## config.mk

```make
export PLATFORM = sky130hd
export DESIGN_NAME = hazard_ctrl
export DESIGN_NICKNAME = d
export VERILOG_FILES = /design/src/rtl/hazard_ctrl_pkg.sv /design/src/rtl/hazard_ctrl_sat_counter.sv /design/src/rtl/hazard_ctrl.sv
export SDC_FILE = /design/constraint.sdc
export NUM_CORES = 1
export LEC_CHECK = 0
export ABC_AREA = 1
export BUFFER_PORTS_ARGS = -buffer_cell sky130_fd_sc_hd__buf_2
export CORE_MARGIN = 3
export CORE_UTILIZATION = 52
export CTS_CLUSTER_DIAMETER = 60
export DETAILED_ROUTE_END_ITERATION = 8
export PLACE_DENSITY = 0.77
export SYNTH_ARGS = -nofsm -noshare
export SYNTH_HDL_FRONTEND = slang
export SYNTH_SLANG_ARGS = --single-unit
```

## constraint.sdc

```tcl
create_clock -name clk -period 2.2 [get_ports clk]
set_input_delay 0.33 -clock clk [delete_from_list [all_inputs] [get_ports clk]]
set_output_delay 0.33 -clock clk [all_outputs]
set_load 0.1 [all_outputs]
```

## src/rtl/hazard_ctrl_pkg.sv

```systemverilog
// Shared core types for the pipeline hazard controller: FSM states, forward selects
// and the register-dependency match helper.
package coreUtils;

    typedef enum logic [1:0] {
        RUN      = 2'd0,
        MEM_WAIT = 2'd1,
        ERR      = 2'd2
    } hazard_state_t;

    typedef enum logic [1:0] {
        FWD_NONE = 2'd0,
        FWD_MEM  = 2'd1,
        FWD_WB   = 2'd2
    } fwd_sel_t;

    // x0 is hardwired zero, so a write to it never creates a dependency.
    function automatic logic reg_match(input logic [4:0] rs, input logic src_used,
                                       input logic [4:0] rd, input logic wreg);
        return src_used && wreg && (rd != 5'd0) && (rs == rd);
    endfunction

endpackage

```

## src/rtl/hazard_ctrl_sat_counter.sv

```systemverilog
// Saturating up-counter used for the stall and flush performance counters.
module sat_counter #(
    parameter int width = 32
) (
    input  logic             clk,
    input  logic             nReset,
    input  logic             inc,
    output logic [width-1:0] value
);

    always_ff @(posedge clk or negedge nReset) begin
        if (!nReset) begin
            value <= '0;
        end else if (inc && (value != '1)) begin
            value <= value + width'(1);
        end
    end

endmodule

```

## src/rtl/hazard_ctrl.sv

```systemverilog
// Five-stage pipeline hazard controller: memory freeze/timeout FSM, redirects, data stalls.
// Build option HAZARD_FORWARD_EN enables MEM/WB operand forwarding (only load-use stalls).
module hazard_ctrl
    import coreUtils::*;
#(
    parameter int MEM_TIMEOUT = 16,
    parameter int CNT_W       = 32
) (
    input  logic             clk,
    input  logic             nReset,
    input  logic [4:0]       id_rs1,
    input  logic [4:0]       id_rs2,
    input  logic             id_use1,
    input  logic             id_use2,
    input  logic [4:0]       ex_rd,
    input  logic             ex_Wreg,
    input  logic             ex_isLoad,
    input  logic [4:0]       mem_rd,
    input  logic             mem_Wreg,
    input  logic [4:0]       wb_rd,
    input  logic             wb_Wreg,
    input  logic             ex_redirect,
    input  logic             dmem_req,
    input  logic             dmem_ready,
    output logic             pc_en,
    output logic             ifid_en,
    output logic             idex_en,
    output logic             exmem_en,
    output logic             memwb_en,
    output logic             ifid_flush,
    output logic             idex_flush,
    output logic [1:0]       fwd_a,
    output logic [1:0]       fwd_b,
    output logic             mem_err,
    output logic [CNT_W-1:0] stall_cnt,
    output logic [CNT_W-1:0] flush_cnt
);

    localparam int WAIT_W = $clog2(MEM_TIMEOUT + 1);

    hazard_state_t     state_reg, state_next;
    logic [WAIT_W-1:0] wait_cnt_reg, wait_cnt_next;
    logic              mem_err_reg;

    logic [4:0] src_rs   [2];
    logic       src_used [2];
    logic [1:0] ex_hit, mem_hit, wb_hit;
    logic       data_stall, frozen, stall_inc, flush_inc;
    fwd_sel_t   fwd_raw_a, fwd_raw_b;

    assign src_rs[0]   = id_rs1;
    assign src_rs[1]   = id_rs2;
    assign src_used[0] = id_use1;
    assign src_used[1] = id_use2;

    genvar gi;
    generate
        for (gi = 0; gi < 2; gi++) begin : g_src
            assign ex_hit[gi]  = reg_match(src_rs[gi], src_used[gi], ex_rd,  ex_Wreg);
            assign mem_hit[gi] = reg_match(src_rs[gi], src_used[gi], mem_rd, mem_Wreg);
            assign wb_hit[gi]  = reg_match(src_rs[gi], src_used[gi], wb_rd,  wb_Wreg);
        end
    endgenerate

`ifdef HAZARD_FORWARD_EN
    // MEM holds the younger value, so it wins over WB.
    assign fwd_raw_a  = mem_hit[0] ? FWD_MEM : (wb_hit[0] ? FWD_WB : FWD_NONE);
    assign fwd_raw_b  = mem_hit[1] ? FWD_MEM : (wb_hit[1] ? FWD_WB : FWD_NONE);
    assign data_stall = ex_isLoad && (|ex_hit);
`else
    logic unused_load;
    assign unused_load = ex_isLoad;
    assign fwd_raw_a   = FWD_NONE;
    assign fwd_raw_b   = FWD_NONE;
    assign data_stall  = |{ex_hit, mem_hit, wb_hit};
`endif

    // The cycle dmem_ready arrives the access completes, so the pipeline may advance.
    assign frozen = !dmem_ready && ((state_reg == MEM_WAIT) ||
                                    ((state_reg == RUN) && dmem_req));

    always_comb begin
        state_next    = state_reg;
        wait_cnt_next = wait_cnt_reg;
        pc_en         = 1'b1;
        ifid_en       = 1'b1;
        idex_en       = 1'b1;
        exmem_en      = 1'b1;
        memwb_en      = 1'b1;
        ifid_flush    = 1'b0;
        idex_flush    = 1'b0;
        fwd_a         = FWD_NONE;
        fwd_b         = FWD_NONE;

        case (state_reg)
            RUN: begin
                if (dmem_req && !dmem_ready) begin
                    state_next    = MEM_WAIT;
                    wait_cnt_next = '0;
                end
            end
            MEM_WAIT: begin
                if (dmem_ready) begin
                    state_next = RUN;
                end else begin
                    wait_cnt_next = wait_cnt_reg + WAIT_W'(1);
                    if (wait_cnt_reg == WAIT_W'(MEM_TIMEOUT - 1)) begin
                        state_next = ERR;
                    end
                end
            end
            default: state_next = ERR;
        endcase

        if (nReset) begin
            fwd_a = fwd_raw_a;
            fwd_b = fwd_raw_b;
            if ((state_reg == ERR) || frozen) begin
                pc_en    = 1'b0;
                ifid_en  = 1'b0;
                idex_en  = 1'b0;
                exmem_en = 1'b0;
                memwb_en = 1'b0;
            end else if (ex_redirect) begin
                ifid_flush = 1'b1;
                idex_flush = 1'b1;
            end else if (data_stall) begin
                pc_en      = 1'b0;
                ifid_en    = 1'b0;
                idex_flush = 1'b1;
            end
        end
    end

    always_ff @(posedge clk or negedge nReset) begin
        if (!nReset) begin
            state_reg    <= RUN;
            wait_cnt_reg <= '0;
            mem_err_reg  <= 1'b0;
        end else begin
            state_reg    <= state_next;
            wait_cnt_reg <= wait_cnt_next;
            mem_err_reg  <= mem_err_reg | (state_next == ERR);
        end
    end

    assign mem_err   = mem_err_reg;
    assign stall_inc = (state_reg != ERR) && !pc_en;
    assign flush_inc = (state_reg != ERR) && !frozen && ex_redirect;

    sat_counter #(.width(CNT_W)) u_stall_cnt (
        .clk    (clk),
        .nReset (nReset),
        .inc    (stall_inc),
        .value  (stall_cnt)
    );

    sat_counter #(.width(CNT_W)) u_flush_cnt (
        .clk    (clk),
        .nReset (nReset),
        .inc    (flush_inc),
        .value  (flush_cnt)
    );

endmodule
```

After elaboration in Yosys (flattened, before gate mapping)
Index checks and enable logic that the tools add are counted.
{"block": "word_totals", "register_bits": 72, "latchBits": 0, "ram_bits": 0, "rom_bits": 0, "in_bits": 36, "out_inout_bits": 76, "mem_count": 0}
{"block": "op_classes", "add_sub_neg": 3, "n_mul": 0, "div": 0, "magnitude_cmp": 0, "n_eq_ne": 15, "shift": 0, "mux": 20, "bitwise": 1, "n_reduce_logical": 38}
{"operator": "adder 32 x 1 -> 32 bit, second input constant", "count": 2}
{"operator": "inequality test 32 bit, second input constant", "count": 2}
{"operator": "== test 5 bit", "count": 6}
{"operator": "logical AND 1 bit", "count": 26}
{"operator": "nonzero test 5 bit", "count": 3}
{"operator": "2-to-1 mux 1 bit", "count": 13}
{"operator": "2-to-1 mux 5 bit", "count": 2}
{"operator": "one-hot mux 5 bit (2 select lines)", "count": 1}
{"operator": "2-to-1 mux 2 bit", "count": 3}
{"operator": "OR reduction 6 bit", "count": 1}
{"operator": "adder 5 x 1 -> 5 bit, second input constant", "count": 1}
{"operator": "== test 5 x 4 -> 1 bit, second input constant", "count": 1}
{"operator": "== test 2 bit, second input constant", "count": 2}
{"operator": "inequality test 2 bit, second input constant", "count": 2}
{"operator": "one-hot mux 2 bit (2 select lines)", "count": 1}
{"operator": "zero test 1 bit", "count": 3}
{"operator": "AND reduction 3 bit", "count": 1}
{"operator": "== test 2 x 1 -> 1 bit, second input constant", "count": 1}
{"operator": "zero test 2 bit", "count": 1}
{"operator": "logical OR 1 bit", "count": 2}
{"operator": "inequality test 2 x 1 -> 1 bit, second input constant", "count": 1}
{"operator": "nonzero test 2 bit", "count": 1}
{"operator": "OR 1 bit", "count": 1}

Depth between registers and ports, before layout
{"block": "logic_depth", "ltp_word": 11, "ltp_mapped": 13, "ltp_nobuf": 12}

Cells and area by module
A second synthesis with hierarchy kept.
{"block": "unflattened", "hier_cells": 872, "area_unflattened_um2": 5500.3}
{"module": "sat_counter", "n_inst": 2, "cells_each": 333, "area_each_um2": 2190.9, "seq_area_each_um2": 800.8}
{"module": "hazard_ctrl", "n_inst": 1, "cells_each": 206, "area_each_um2": 1118.6, "seq_area_each_um2": 200.2}

Least setup slack after synthesis
OpenSTA, ideal clock, no wires.
{"block": "synth_path", "path_kind": "register -> output", "startpoint": "reg state_reg[0]", "endpoint": "out pc_en", "arrival_time_ns": 2.998, "required_time_ns": 1.870, "path_slack_ns": -1.128, "path_stages_with_launch": 8, "cell_sequence": "dfrtp_1 o21ai_1 nand2_1 nand2_1 nand2_1 clkbuf_1 inv_1 buf_4"}
{"block": "synth_via", "elab_chain_cells": 7, "elab_cells_between_ends": 9}
{"element": "start: declaration", "line_no": "hazard_ctrl.sv:41", "text": "hazard_state_t state_reg, state_next;"}
{"element": "start signal: assignment", "line_no": "hazard_ctrl.sv:141", "text": "state_reg <= state_next;"}
{"element": "zero test 2 bit", "line_no": "hazard_ctrl.sv:80", "text": "((state_reg == RUN) && dmem_req));"}
{"element": "logical AND 1 bit", "line_no": "hazard_ctrl.sv:80"}
{"element": "logical OR 1 bit", "line_no": "hazard_ctrl.sv:79", "text": "assign frozen = !dmem_ready && ((state_reg == MEM_WAIT) ||"}
{"element": "logical AND 1 bit", "line_no": "hazard_ctrl.sv:79"}
{"element": "logical OR 1 bit (*)", "line_no": "hazard_ctrl.sv:118", "text": "if ((state_reg == ERR) || frozen) begin"}
{"element": "2-to-1 mux 1 bit (*) (2 in series)"}
{"element": "end: declaration", "line_no": "hazard_ctrl.sv:25", "text": "output logic pc_en,"}
Mark *: on every way between the ends. The rest lies on a longest branch, timed or not.

Worst setup path in the final report
{"block": "layout_path", "startpoint": "reg u_stall_cnt.value[1]", "endpoint": "reg u_stall_cnt.value[15]"}
{"block": "layout_via", "elab_chain_cells": 2, "elab_cells_between_ends": 3}
{"element": "start: declaration", "line_no": "hazard_ctrl_sat_counter.sv:8", "text": "output logic [width-1:0] value"}
{"element": "start signal: assignment", "line_no": "hazard_ctrl_sat_counter.sv:15", "text": "value <= value + width'(1);"}
{"element": "branches (longest 2 deep; another with adder 32 x 1 -> 32 bit)"}
Several ways; the timed one is not identified.
A chain may end at the register's enable or synchronous reset.

==> results.tsv <==
metric	value	unit
fin_crit_sh	0.946	
die_h	105	um
synth-main-ff-cell	dfrtp_1	
max_slew_margin	0.530	
placed_area	0.00592	mm2
place.gp.congestion	0.926	
peakVddDrop	1050	uV
finalClockSkew	15.9	ps
ant_nets	0	
end_kind	flop	
yosysUniqueCellTypes	35	
hp-class	in -> async	
setup_viol	0	
drtPass1Iterations	5	
instances_no_fill	1004	
cts_tree	yes	
antenna_found_initial	0	
met1_usage	0.338	
num_vias	5479	
ioPinCount	112	
synth-edff-count	0	
ys_seq_area_frac	0.355	
numPortBuffers	106	
grtUsageTotal	0.262	
finalCriticalPeriod	2080	ps
dp_cells	974	
reg2reg_depth	12	
initial_core_util	0.541	
seq_area	0.00186	mm2
setup_ws	118	ps
reg2reg_to	u_stall_cnt.value[15]	
routed_via_density	5.46	
n_antenna_cell	0	
design_area	0.00643	mm2
cp_cell_sequence	ha_4 > nand3_4 > nor2_4 > nand2_2 > nor2_4 > nand2_1 > nor3_2 > nand3_4 > buf_12 > clkbuf_16 > nand4_1 > nand2_1	
critPathTopFamily	simple AND/OR/NAND/NOR gates	
critPathMaxStageDelay	450	ps
dr.first_iter.drc_count	444	
r2r-start	u_stall_cnt.value[1]	
grt_pass1_vias	5100	
layout-drive-gt1-share	0.251	
synthTopCellsByArea	dfrtp_1, nand2_1, xor2_1	
critPathRequiredTime	2440	ps
numCtsBuffers	9	
powerDensity	728	mW/mm2
rrSetupSlack	120	ps
cts_buffer_depth	2	
worstPathMaxFanout	9	
yosysTopAreaCell	dfrtp_1	
drc_errors	0	
path_class	reg -> reg	
multi_input_area	0.00296	mm2
synthArstFlopShare	1.00	
drt-total-wl	15000	um
cts_hold_buffers	0	
syn-cell-area	0.00507	mm2
drv_cap	0	
power_leakage	3.32	nW
drv_slew	0	
grt-busiest-layer	met2	
synth_warnings	0	
syn_area_per_cell	6.81	um2
status	finished, final reports clean	
wl_per_cell	15.0	um
yosys.area.top_type_share	0.355	
grt_max_degree	38	
cts_max_level	3	
crit_buf_inv	2	
grt.overflow.total	0	
grt_pass1_wl	24000	um
hold_viol_final	0	
dieArea	0.0110	mm2
tightest_slew	702	ps
start_kind	flop	
core_area	0.00937	mm2
cts-root-buf	clkbuf_8	
n_fill_cell	832	
place_ws	-90.0	ps
synthesis.instances	745	
synth-seq-cells	72	
clk_latency	350	ps
path_clk_slew	80	ps
cts.sinks	72	
synthTopCellsByCount	nand2_1, nor2_1, dfrtp_1, inv_1, nand4_1	
num_rows	35	
post-dp-hpwl	10900	um
slowest_stage	dfrtp_4	
met3_usage	0.0463	
nNetsFinal	910	
yosys.cell_count.top_type	nand2_1	
die_x	105	um
area_growth	26.8	%
max_freq	0.480	GHz
arrival	2320	ps
grt_use_met2	0.451	
metal layers:
layer  routed length [um]  part of all wire  up-vias
met4                  361             0.024        0
met2                 7470              0.50      255
met5                    0                 0        -
li1                     -                 -     2637
met1                 6010              0.40     2551
met3                 1200             0.080       36
cells in the final DEF, fill, tap and decap left out, types with 2 or more instances in the layout:
cell type / instances
nor4_1: 6
buf_2: 98
ha_1: 3
nor3b_1: 3
bufinv_16: 2
conb_1: 4
clkbuf_8: 11
nor2_2: 3
dfrtp_2: 34
o21ai_1: 2
buf_12: 9
nand4_4: 3
clkbuf_16: 3
nor3_1: 26
clkinv_1: 4
nand3_1: 32
nand4_1: 55
a21oi_1: 4
inv_1: 66
nor3_2: 2
nor2_4: 4
nor2_1: 80
nand2_2: 3
inv_2: 9
xor2_1: 40
and3_1: 2
clkinvlp_4: 2
o21ai_0: 11
dfrtp_1: 33
dfrtp_4: 5
buf_4: 20
nand3_4: 2
xnor2_1: 17
nand2_1: 264
area by class of cell:
class / instances / area share
multi-input combinational: 576 / 0.460
sequential: 72 / 0.290
timing repair buffer: 131 / 0.142
inverter: 80 / 0.0473
tap: 129 / 0.0251
clock buffer: 12 / 0.0241
clock inverter: 4 / 0.0119
how the worst max path moves through the flow:
stage                               from               endpoint  cells after the start  slack [ps]
finish              u_stall_cnt.value[1]  u_stall_cnt.value[15]                     12         120
global route                state_reg[0]             ifid_flush                      6          -5
CTS                 u_stall_cnt.value[0]  u_stall_cnt.value[10]                     11          50
detailed placement  u_flush_cnt.value[0]  u_flush_cnt.value[18]                      8         -90
global placement    u_flush_cnt.value[0]  u_flush_cnt.value[18]                      8          40
floorplan                   state_reg[1]                  pc_en                      8        -340
through the flow:
step                hold WS, ps  utilization  setup TNS, ps  power [W]
finish                     70.9        0.686              0    0.00468
global route               81.9        0.686          -4.74    0.00490
CTS                        59.3        0.658              0    0.00460
detailed placement          446        0.631           -232    0.00339
global placement            435        0.631              0    0.00336
floorplan                  34.4            -           -604    0.00303
kinds of logic after synthesis:
logic type	after synthesis	share of synthesized area
AO/OA/AOI/OAI	22	0.0244
XOR/XNOR	57	0.0984
adder cells (fa/ha/maj)	4	0.00987
buffers and inverters	103	0.0905
flip-flops	72	0.355
other	1	0.000739
AND/OR/NAND/NOR	486	0.421
worst reg2reg max path, stage by stage, from the launching register on:
cell	delay (ps)
dfrtp_4	450
ha_4	170
nand3_4	110
nor2_4	150
nand2_2	70
nor2_4	130
nand2_1	80
nor3_2	220
nand3_4	100
buf_12	170
clkbuf_16	160
nand4_1	90
nand2_1	70
power breakdown:
| group | total [W] | internal, W | switching, W |
|---|---|---|---|
| logic | 0.00178 | 0.000385 | 0.00140 |
| registers | 0.00170 | 0.00150 | 0.000201 |
| clock network | 0.00120 | 0.000703 | 0.000499 |
| total | 0.00468 | 0.00258 | 0.00210 |
timing repair:
action | 4_1_cts | 5_1_grt
pin swaps | 0 | 5
gates cloned | 0 | 6
gates resized for setup | 3 | 16
buffers inserted | 0 | 8
setup endpoints to repair | 7 | 52
(Power assumes the default switching activity.)
